## config.mk

```make
export PLATFORM = sky130hd
export DESIGN_NAME = manchester_tx
export DESIGN_NICKNAME = d
export VERILOG_FILES = /design/src/rtl/manchester_tx_pkg.sv /design/src/rtl/manchester_tx_half_bit_tick.sv /design/src/rtl/manchester_tx.sv
export SDC_FILE = /design/constraint.sdc
export NUM_CORES = 1
export LEC_CHECK = 0
export ABC_AREA = 1
export CORE_MARGIN = 10
export CORE_UTILIZATION = 40
export CTS_CLUSTER_SIZE = 40
export DETAILED_ROUTE_END_ITERATION = 10
export GPL_TIMING_DRIVEN = 0
export MAX_ROUTING_LAYER = met4
export SLEW_MARGIN = 15
export SYNTH_ARGS = -nofsm -noshare
export SYNTH_HDL_FRONTEND = slang
export SYNTH_SLANG_ARGS = --single-unit
```

## constraint.sdc

```tcl
create_clock -name clk_i -period 3.55 [get_ports clk_i]
set_input_delay 0.8875 -clock clk_i [delete_from_list [all_inputs] [get_ports clk_i]]
set_output_delay 0.8875 -clock clk_i [all_outputs]
set_load 0.005 [all_outputs]
```

## src/rtl/manchester_tx_pkg.sv

```systemverilog
// manchester_tx_pkg
// Shared types and constants for the Manchester transmitter: the frame FSM
// state encoding, field sizes and the line-level encoding helper.
package manchester_tx_pkg;

   typedef enum logic [1:0] {
      IDLE = 2'd0,
      PRE  = 2'd1,
      DATA = 2'd2,
      STOP = 2'd3
   } state_t;

   localparam int BITS_PER_FIELD = 8;
   localparam int STOP_HALVES    = 4;

   // IEEE 802.3 Manchester: the second half of a bit carries the bit value and
   // the first half carries its complement (1 = low->high, 0 = high->low).
   function automatic logic line_level(input logic bit_val, input logic phase);
      return phase ? bit_val : ~bit_val;
   endfunction

endpackage

```

## src/rtl/manchester_tx_half_bit_tick.sv

```systemverilog
// half_bit_tick
// Half-bit timebase. While en_i is high the counter runs 0..DIV-1 and wraps,
// pulsing tick_o for one cycle on the DIV-1 count. While en_i is low the
// counter is held at 0, so the first tick after enabling comes exactly DIV
// cycles later.
// Ports:
//   clk_i  - system clock, rising edge
//   rst_i  - synchronous active-high reset
//   en_i   - run the counter
//   tick_o - one-cycle strobe at the end of each half-bit
module half_bit_tick #(
   parameter int DIV = 8
) (
   input  logic clk_i,
   input  logic rst_i,
   input  logic en_i,
   output logic tick_o
);

   localparam int             CW   = (DIV > 1) ? $clog2(DIV) : 1;
   localparam logic [CW-1:0]  LAST = CW'(DIV - 1);

   logic [CW-1:0] cnt_q;

   always_ff @(posedge clk_i) begin
      if (rst_i || !en_i) begin
         cnt_q <= '0;
      end else if (cnt_q == LAST) begin
         cnt_q <= '0;
      end else begin
         cnt_q <= cnt_q + 1'b1;
      end
   end

   assign tick_o = en_i && (cnt_q == LAST);

endmodule

```

## src/rtl/manchester_tx.sv

```systemverilog
// manchester_tx
// Byte-wide Manchester transmitter. Each accepted byte goes out as a frame:
// 8 preamble bits, 8 data bits (both MSB first), then 4 low half-bits of
// stop. Each half-bit lasts DIV clock cycles.
// Ports:
//   clk_i   - system clock, rising edge
//   rst_i   - synchronous active-high reset; aborts a frame in progress
//   data_i  - byte to transmit
//   valid_i - data_i is valid
//   ready_o - the block accepts a byte this cycle (IDLE only)
//   tx_o    - registered Manchester line output
//   busy_o  - registered, high while a frame is in progress
//   state_o - current FSM state (manchester_tx_pkg::state_t encoding)
//
// Handshake: a byte is transferred on a rising edge where valid_i && ready_o.
// ready_o depends only on the state, never on valid_i. The producer may drop
// or change valid_i/data_i at any time; while busy they are ignored.
module manchester_tx
   import manchester_tx_pkg::*;
#(
   parameter int          DIV      = 8,
   parameter logic [7:0]  PREAMBLE = 8'h55
) (
   input  logic       clk_i,
   input  logic       rst_i,
   input  logic [7:0] data_i,
   input  logic       valid_i,
   output logic       ready_o,
   output logic       tx_o,
   output logic       busy_o,
   output logic [1:0] state_o
);

   localparam logic [2:0] BIT_LAST  = 3'(BITS_PER_FIELD - 1);
   localparam logic [1:0] STOP_LAST = 2'(STOP_HALVES - 1);

   state_t     state_q, state_n;
   logic [7:0] sh_q, sh_n;       // field being shifted out, MSB is the current bit
   logic [7:0] data_q, data_n;   // captured byte, loaded into sh_q after the preamble
   logic [2:0] bit_q, bit_n;
   logic [1:0] stop_q, stop_n;
   logic       phase_q, phase_n; // 0 = first half of the bit, 1 = second half
   logic       tx_n, busy_n;
   logic       accept, tick, tick_en;

   assign ready_o = (state_q == IDLE);
   assign accept  = valid_i && ready_o;
   assign state_o = state_q;

   // Held in reset through IDLE, so the half-bit phase restarts at acceptance.
   assign tick_en = (state_q != IDLE);

   half_bit_tick #(.DIV(DIV)) u_tick (
      .clk_i  (clk_i),
      .rst_i  (rst_i),
      .en_i   (tick_en),
      .tick_o (tick)
   );

   always_comb begin
      state_n = state_q;
      sh_n    = sh_q;
      data_n  = data_q;
      bit_n   = bit_q;
      stop_n  = stop_q;
      phase_n = phase_q;

      case (state_q)
         IDLE: begin
            if (accept) begin
               state_n = PRE;
               data_n  = data_i;
               sh_n    = PREAMBLE;
               bit_n   = '0;
               stop_n  = '0;
               phase_n = 1'b0;
            end
         end
         PRE, DATA: begin
            if (tick) begin
               phase_n = ~phase_q;
               if (phase_q) begin
                  bit_n = bit_q + 3'd1;
                  sh_n  = {sh_q[6:0], 1'b0};
                  if (bit_q == BIT_LAST) begin
                     if (state_q == PRE) begin
                        state_n = DATA;
                        sh_n    = data_q;
                     end else begin
                        state_n = STOP;
                     end
                  end
               end
            end
         end
         STOP: begin
            if (tick) begin
               stop_n = stop_q + 2'd1;
               if (stop_q == STOP_LAST) begin
                  state_n = IDLE;
                  stop_n  = '0;
               end
            end
         end
         default: state_n = IDLE;
      endcase

      // Line and busy are computed from next-state values and registered, so
      // they change on the same edge as the state they describe.
      tx_n   = ((state_n == PRE) || (state_n == DATA)) ? line_level(sh_n[7], phase_n) : 1'b0;
      busy_n = (state_n != IDLE);
   end

   always_ff @(posedge clk_i) begin
      if (rst_i) begin
         state_q <= IDLE;
         sh_q    <= '0;
         data_q  <= '0;
         bit_q   <= '0;
         stop_q  <= '0;
         phase_q <= 1'b0;
         tx_o    <= 1'b0;
         busy_o  <= 1'b0;
      end else begin
         state_q <= state_n;
         sh_q    <= sh_n;
         data_q  <= data_n;
         bit_q   <= bit_n;
         stop_q  <= stop_n;
         phase_q <= phase_n;
         tx_o    <= tx_n;
         busy_o  <= busy_n;
      end
   end

endmodule

```

Yosys cells after proc, flatten, opt, wreduce, memory -nomap -nowiden
Cells that the tools add are included.

cells by class
  add/subtract/negate cells = 3
  eq/ne operators = 12
  mux-type cells = 26
  bitwise logic cells = 3
  reductions and logical operators = 16

operator list
  operator                                        count
  2-to-1 mux 8 bit                                5
  2-to-1 mux 2 bit                                9
  case mux 8 bit (2 select lines)                 1
  2-to-1 mux 3 bit                                3
  == test 2 bit (second input constant)           4
  nonzero test 2 bit                              4
  adder 3 x 1 -> 3 bit (second input constant)    2
  == test 3 bit (second input constant)           2
  != test 2 bit (second input constant)           3
  case mux 2 bit (3 select lines)                 1
  case mux 3 bit (2 select lines)                 1
  OR reduction 2 bit                              3
  == test 2 x 1 -> 1 bit (second input constant)  2
  2-to-1 mux 1 bit                                4
  case mux 2 bit (2 select lines)                 1
  AND reduction 4 bit                             1
  inverter 1 bit                                  3
  AND reduction 3 bit                             1
  adder 2 x 1 -> 2 bit (second input constant)    1
  logical AND 1 bit                               2
  zero test 2 bit                                 1
  logical OR 1 bit                                2
  != test 2 x 1 -> 1 bit (second input constant)  1
  case mux 1 bit (2 select lines)                 1
  other kinds (2)                                 2

storage, ports and cells
  bits in registers = 29
  word-level logic and storage cells = 70

Depth between registers and ports, before layout
  depth in word-level cells = 10
  mapped depth = 14

Modules after synthesis
Synthesis repeated with hierarchy kept, for this count alone.

unflattened totals
  cells, all modules = 190
  area, all modules = 1435.1 sq um

by module, submodules not included
  module         times used  cells an instance  area an instance (sq um)
  manchester_tx  1           175                1306.3
  half_bit_tick  1           15                 128.9

Worst setup path before layout
No wires, ideal clock.

  path kind = reg2reg
  start = reg state_q[0] (netlist: state_o[0])
  end = reg tx_o
  arrival = 1.736 ns
  setup slack = 1.750 ns
  cell stages (with the launch flop) = 14
  path buffers = 0
  cells stage by stage = dfxtp_1 -> inv_1 -> ha_1 -> nor2_1 -> nand3_1 -> nand2_1 -> nand2_1 -> nand2_1 -> a21boi_0 -> ha_1 -> inv_1 -> nor2_1 -> nand2_1 -> nor2_1

on the way
  elaborated cells on any way between the ends = 32
  those cells by class = eq/ne: 5; mux: 18; bitwise: 2; reduce/logical: 7

RTL lines
  what                                                     RTL line              text
  start, declared                                          manchester_tx.sv:37   state_t state_q, state_n;
  start signal, assigned                                   manchester_tx.sv:125  state_q <= state_n;
  zero test 2 bit (*)                                      manchester_tx.sv:46   assign ready_o = (state_q == IDLE);
  via ready_o                                              manchester_tx.sv:28   output logic ready_o,
  logical AND 1 bit                                        manchester_tx.sv:47   assign accept = valid_i && ready_o;
  2-to-1 mux 2 bit                                         manchester_tx.sv:70   if (accept) begin
  case mux 2 bit (3 select lines)                          manchester_tx.sv:68   case (state_q)
  == test 2 x 1 -> 1 bit or == test 2 bit (tied branches)  manchester_tx.sv:110  tx_n = ((state_n == PRE) || (state_n == DATA)) ? line_level(sh_n[7], phase_n) : 1'b0;
  logical OR 1 bit                                         manchester_tx.sv:110
  inverter 1 bit (no source line)                          --
  OR reduction 2 bit (no source line)                      --
  end signal, assigned                                     manchester_tx.sv:131  tx_o <= tx_n;
  end, declared                                            manchester_tx.sv:29   output logic tx_o,

Mark *: on every way through the listed nets, which the timed path passes. The rest lies on a longest branch. The select of a mux whose other input is x is not followed.
A chain may end at the register's enable or synchronous reset.

Final worst setup path
  start = reg state_q[0] (netlist: state_o[0])
  end = out ready_o

on the way
  cells in the longest elaborated chain, start to end = 1

ends and longest elaborated chain
  what             RTL line
  zero test 2 bit  manchester_tx.sv:46
  end, declared    manchester_tx.sv:28

Every way passes these cells.

==> flow_summary.toml <==
[critical_path]
setup.worst_path.start = "state_o[0]"
reg2regPathDepth = 14
critPathArrivalTime_ns = 1.64
worstPathMaxFanout = 7
worstSetupEndpointType = "output pin"
cp.required_ns = 2.66
crit_end = "ready_o"
worstSetupPathType = "reg2out"
crit_slowest_cell = "clkdlybuf4s50_1"
cp_cell_sequence = "inv_1 -> ha_1 -> clkdlybuf4s50_1"
rrSetupSlack_ns = 1.47
timing.rr.end = "tx_o"
cp_slowest_stage_delay_ns = 0.55
rr_startpoint = "bit_q[0]"
startpoint_type = "register"

[timing]
slew_violations = 0
fin_skew_ns = 0.005828
rsz0062_at_grt = "false"
tns_ns = 0
tightest_slew_ns = 0.5184
finalHoldViolCount = 0
setup_violations = 0
slew_headroom_pct = 65.44
final.period_utilization_pct = 71.32
post-route-min-period_ns = 2.532
whs_ns = 0.4310
fmax_ghz = 0.3949

[worst_hold_path]
min_path_type = "reg2reg"
min_from = "u_tick.cnt_q[0]"

[finish]
register_area_um2 = 580.6
area_growth_pct = 18.70
diodes = 0
fill_cells = 357
multi_input_comb_area_um2 = 671.9
nets = 236
drive_gt1_share_pct = 6.452

[global_route]
top_usage_layer = "met2"
grt_pass1_vias = 1209
grt_pass1_wl_mm = 5.326
grt_overflow = 0
grt_max_degree = 11
met3_usage_pct = 4.214
met2_usage_pct = 16.20
use_met1_pct = 13.13
antenna_found_initial = 0
grtUsageTotal_pct = 11.04

[floorplan]
initial_core_util_pct = 41.09
fp.dieW_um = 78.55
num_rows = 21
fp.dieH_um = 78.55
ios = 16
dieArea_um2 = 6170
core_region_area_um2 = 3337

[place]
gp_congestion = 0.8704
place_hpwl_mm = 2.245
port_buffers = 15

[logic_synthesis]
synth.largest_area_cell = "dfxtp_1"
synth.distinct_cells = 20
ys_ff_latch = 29
synthCells = 194
syn_avg_cell_area_um2 = 7.069
synth.area.top_cells = "dfxtp_1, nand2_1, ha_1"
syn-num-nets = 214
syn_area_um2 = 1371
synth_top_area_share_pct = 42.34
synth-warning-count = 0
ys_seq_area_share_pct = 42.34

[routing]
vias_per_cell = 4.711
drt-total-wl_mm = 2.975
postRouteAntennaNets = 0
drc_errors = 0
drt_iter0_drc = 49
num_vias = 1239
drtPass1Iterations = 4
wire_per_inst_um = 11.31

[power]
pwr_density_cell_nw_per_um2 = 394.8
p_leak_nw = 0.7263
vdd_drop_max_uv = 200.8

[clock_tree]
cts_buffers = 5
clock-sinks = 29
cts_resized = 0
cts_buffer_depth = 2
clock_latency_ns = 0.32
htreeDepth = 2
cts_post_setup_buffers_inserted = 0
cts_hold_buf = 0
clk_pin_slew_ns = 0.08
cts_root_buf = "clkbuf_4"
tritoncts = "done"

[flow_run]
cap_violations = 0

[outcome]
status = "finished, final reports clean"
==> power breakdown <==
group          total, mW  switching [mW]  internal [mW]
Clock              0.185           0.106         0.0788
Combinational      0.104          0.0570         0.0465
Sequential         0.354         0.00972          0.344
Total              0.643           0.173          0.470
==> logic make-up (layout without fill, tap and decap cells) <==
| kind of cell | count (synthesis) | after routing | synth area share [%] |
|---|---|---|---|
| adder cells (fa/ha/maj) | 9 | 9 | 8.212 |
| AND/OR/NAND/NOR | 91 | 91 | 27.37 |
| AO/OA/AOI/OAI | 36 | 36 | 13.41 |
| buffers and inverters | 29 | 52 | 8.668 |
| flip-flops | 29 | 29 | 42.34 |
==> how the worst min path moves through the flow <==
| stage | to | slack, ns | depth (start not counted) |
|---|---|---|---|
| floorplan | u_tick.cnt_q[0] | 0.40 | 1 |
| global placement | u_tick.cnt_q[0] | 0.41 | 1 |
| detailed placement | u_tick.cnt_q[0] | 0.42 | 1 |
| CTS | u_tick.cnt_q[0] | 0.43 | 1 |
| global route | u_tick.cnt_q[0] | 0.46 | 1 |
| finish | u_tick.cnt_q[0] | 0.43 | 1 |
==> state kept, by name (all words and copies together), names as in the netlist, 2 cells and up <==
| signal | cells |
|---|---|
| data_q | 8 |
| state_o | 2 |
| u_tick.cnt_q | 3 |
| bit_q | 3 |
| sh_q | 8 |
| stop_q | 2 |
==> cells in the final DEF, fill, tap and decap left out, types with 5 or more instances in the layout <==
cell type        count
clkdlybuf4s50_1     15
clkbuf_1             6
nand2_1             47
ha_1                 9
o21ai_0             13
nor2_1              30
inv_1               20
clkbuf_4             5
dfxtp_1             29
a21oi_1             17
nand3_1              6
==> critical path, delay by kind of cell, from the launching register on <==
family                   cells  cell delay, ns
adder cells (fa/ha/maj)      1            0.30
buffers and inverters        2            0.66
flip-flops                   1            0.36
==> layer usage <==
| metal | up-vias | wire [µm] |
|---|---|---|
| met2 | 32 | 1271 |
| met5 | - | 0 |
| met4 | 0 | 56 |
| met1 | 541 | 1467 |
| met3 | 7 | 179 |
| li1 | 659 | - |
==> Yosys cell counts <==
cell type and number:
nor2_4 1, buf_6 1, nand2_1 47, nand4_2 1, inv_2 3, nor2_1 30, nand2_2 1, a21oi_1 17
inv_1 20, a31oi_1 1, a21boi_0 1, o21ai_1 4, ha_1 9, o21ai_0 13, nand4_1 1, dfxtp_1 29
clkbuf_1 3, buf_2 2, nand3_1 6, nor3_1 4
==> area by class of cell <==
| class | count | area share, % |
|---|---|---|
| Tap cell | 46 | 3.536 |
| Clock buffer | 8 | 2.998 |
| Buffer | 6 | 1.998 |
| Timing Repair Buffer | 15 | 9.224 |
| Sequential cell | 29 | 35.66 |
| Inverter | 23 | 5.304 |
| Multi-Input combinational cell | 136 | 41.28 |
==> per-stage QoR <==
stage | setup WS, ns | area [µm²] | power [mW] | util (%) | instances
floorplan | 1.750 | 1371 | 0.4254 | - | 194
global placement | 1.178 | 1579 | 0.4632 | 47.32 | 255
detailed placement | 1.179 | 1579 | 0.4661 | 47.32 | 255
CTS | 1.002 | 1628 | 0.6503 | 48.78 | 263
global route | 0.9007 | 1628 | 0.6812 | 48.78 | 263
finish | 1.018 | 1628 | 0.6427 | 48.78 | 263
No activity file was read; power rests on OpenSTA's default activity.
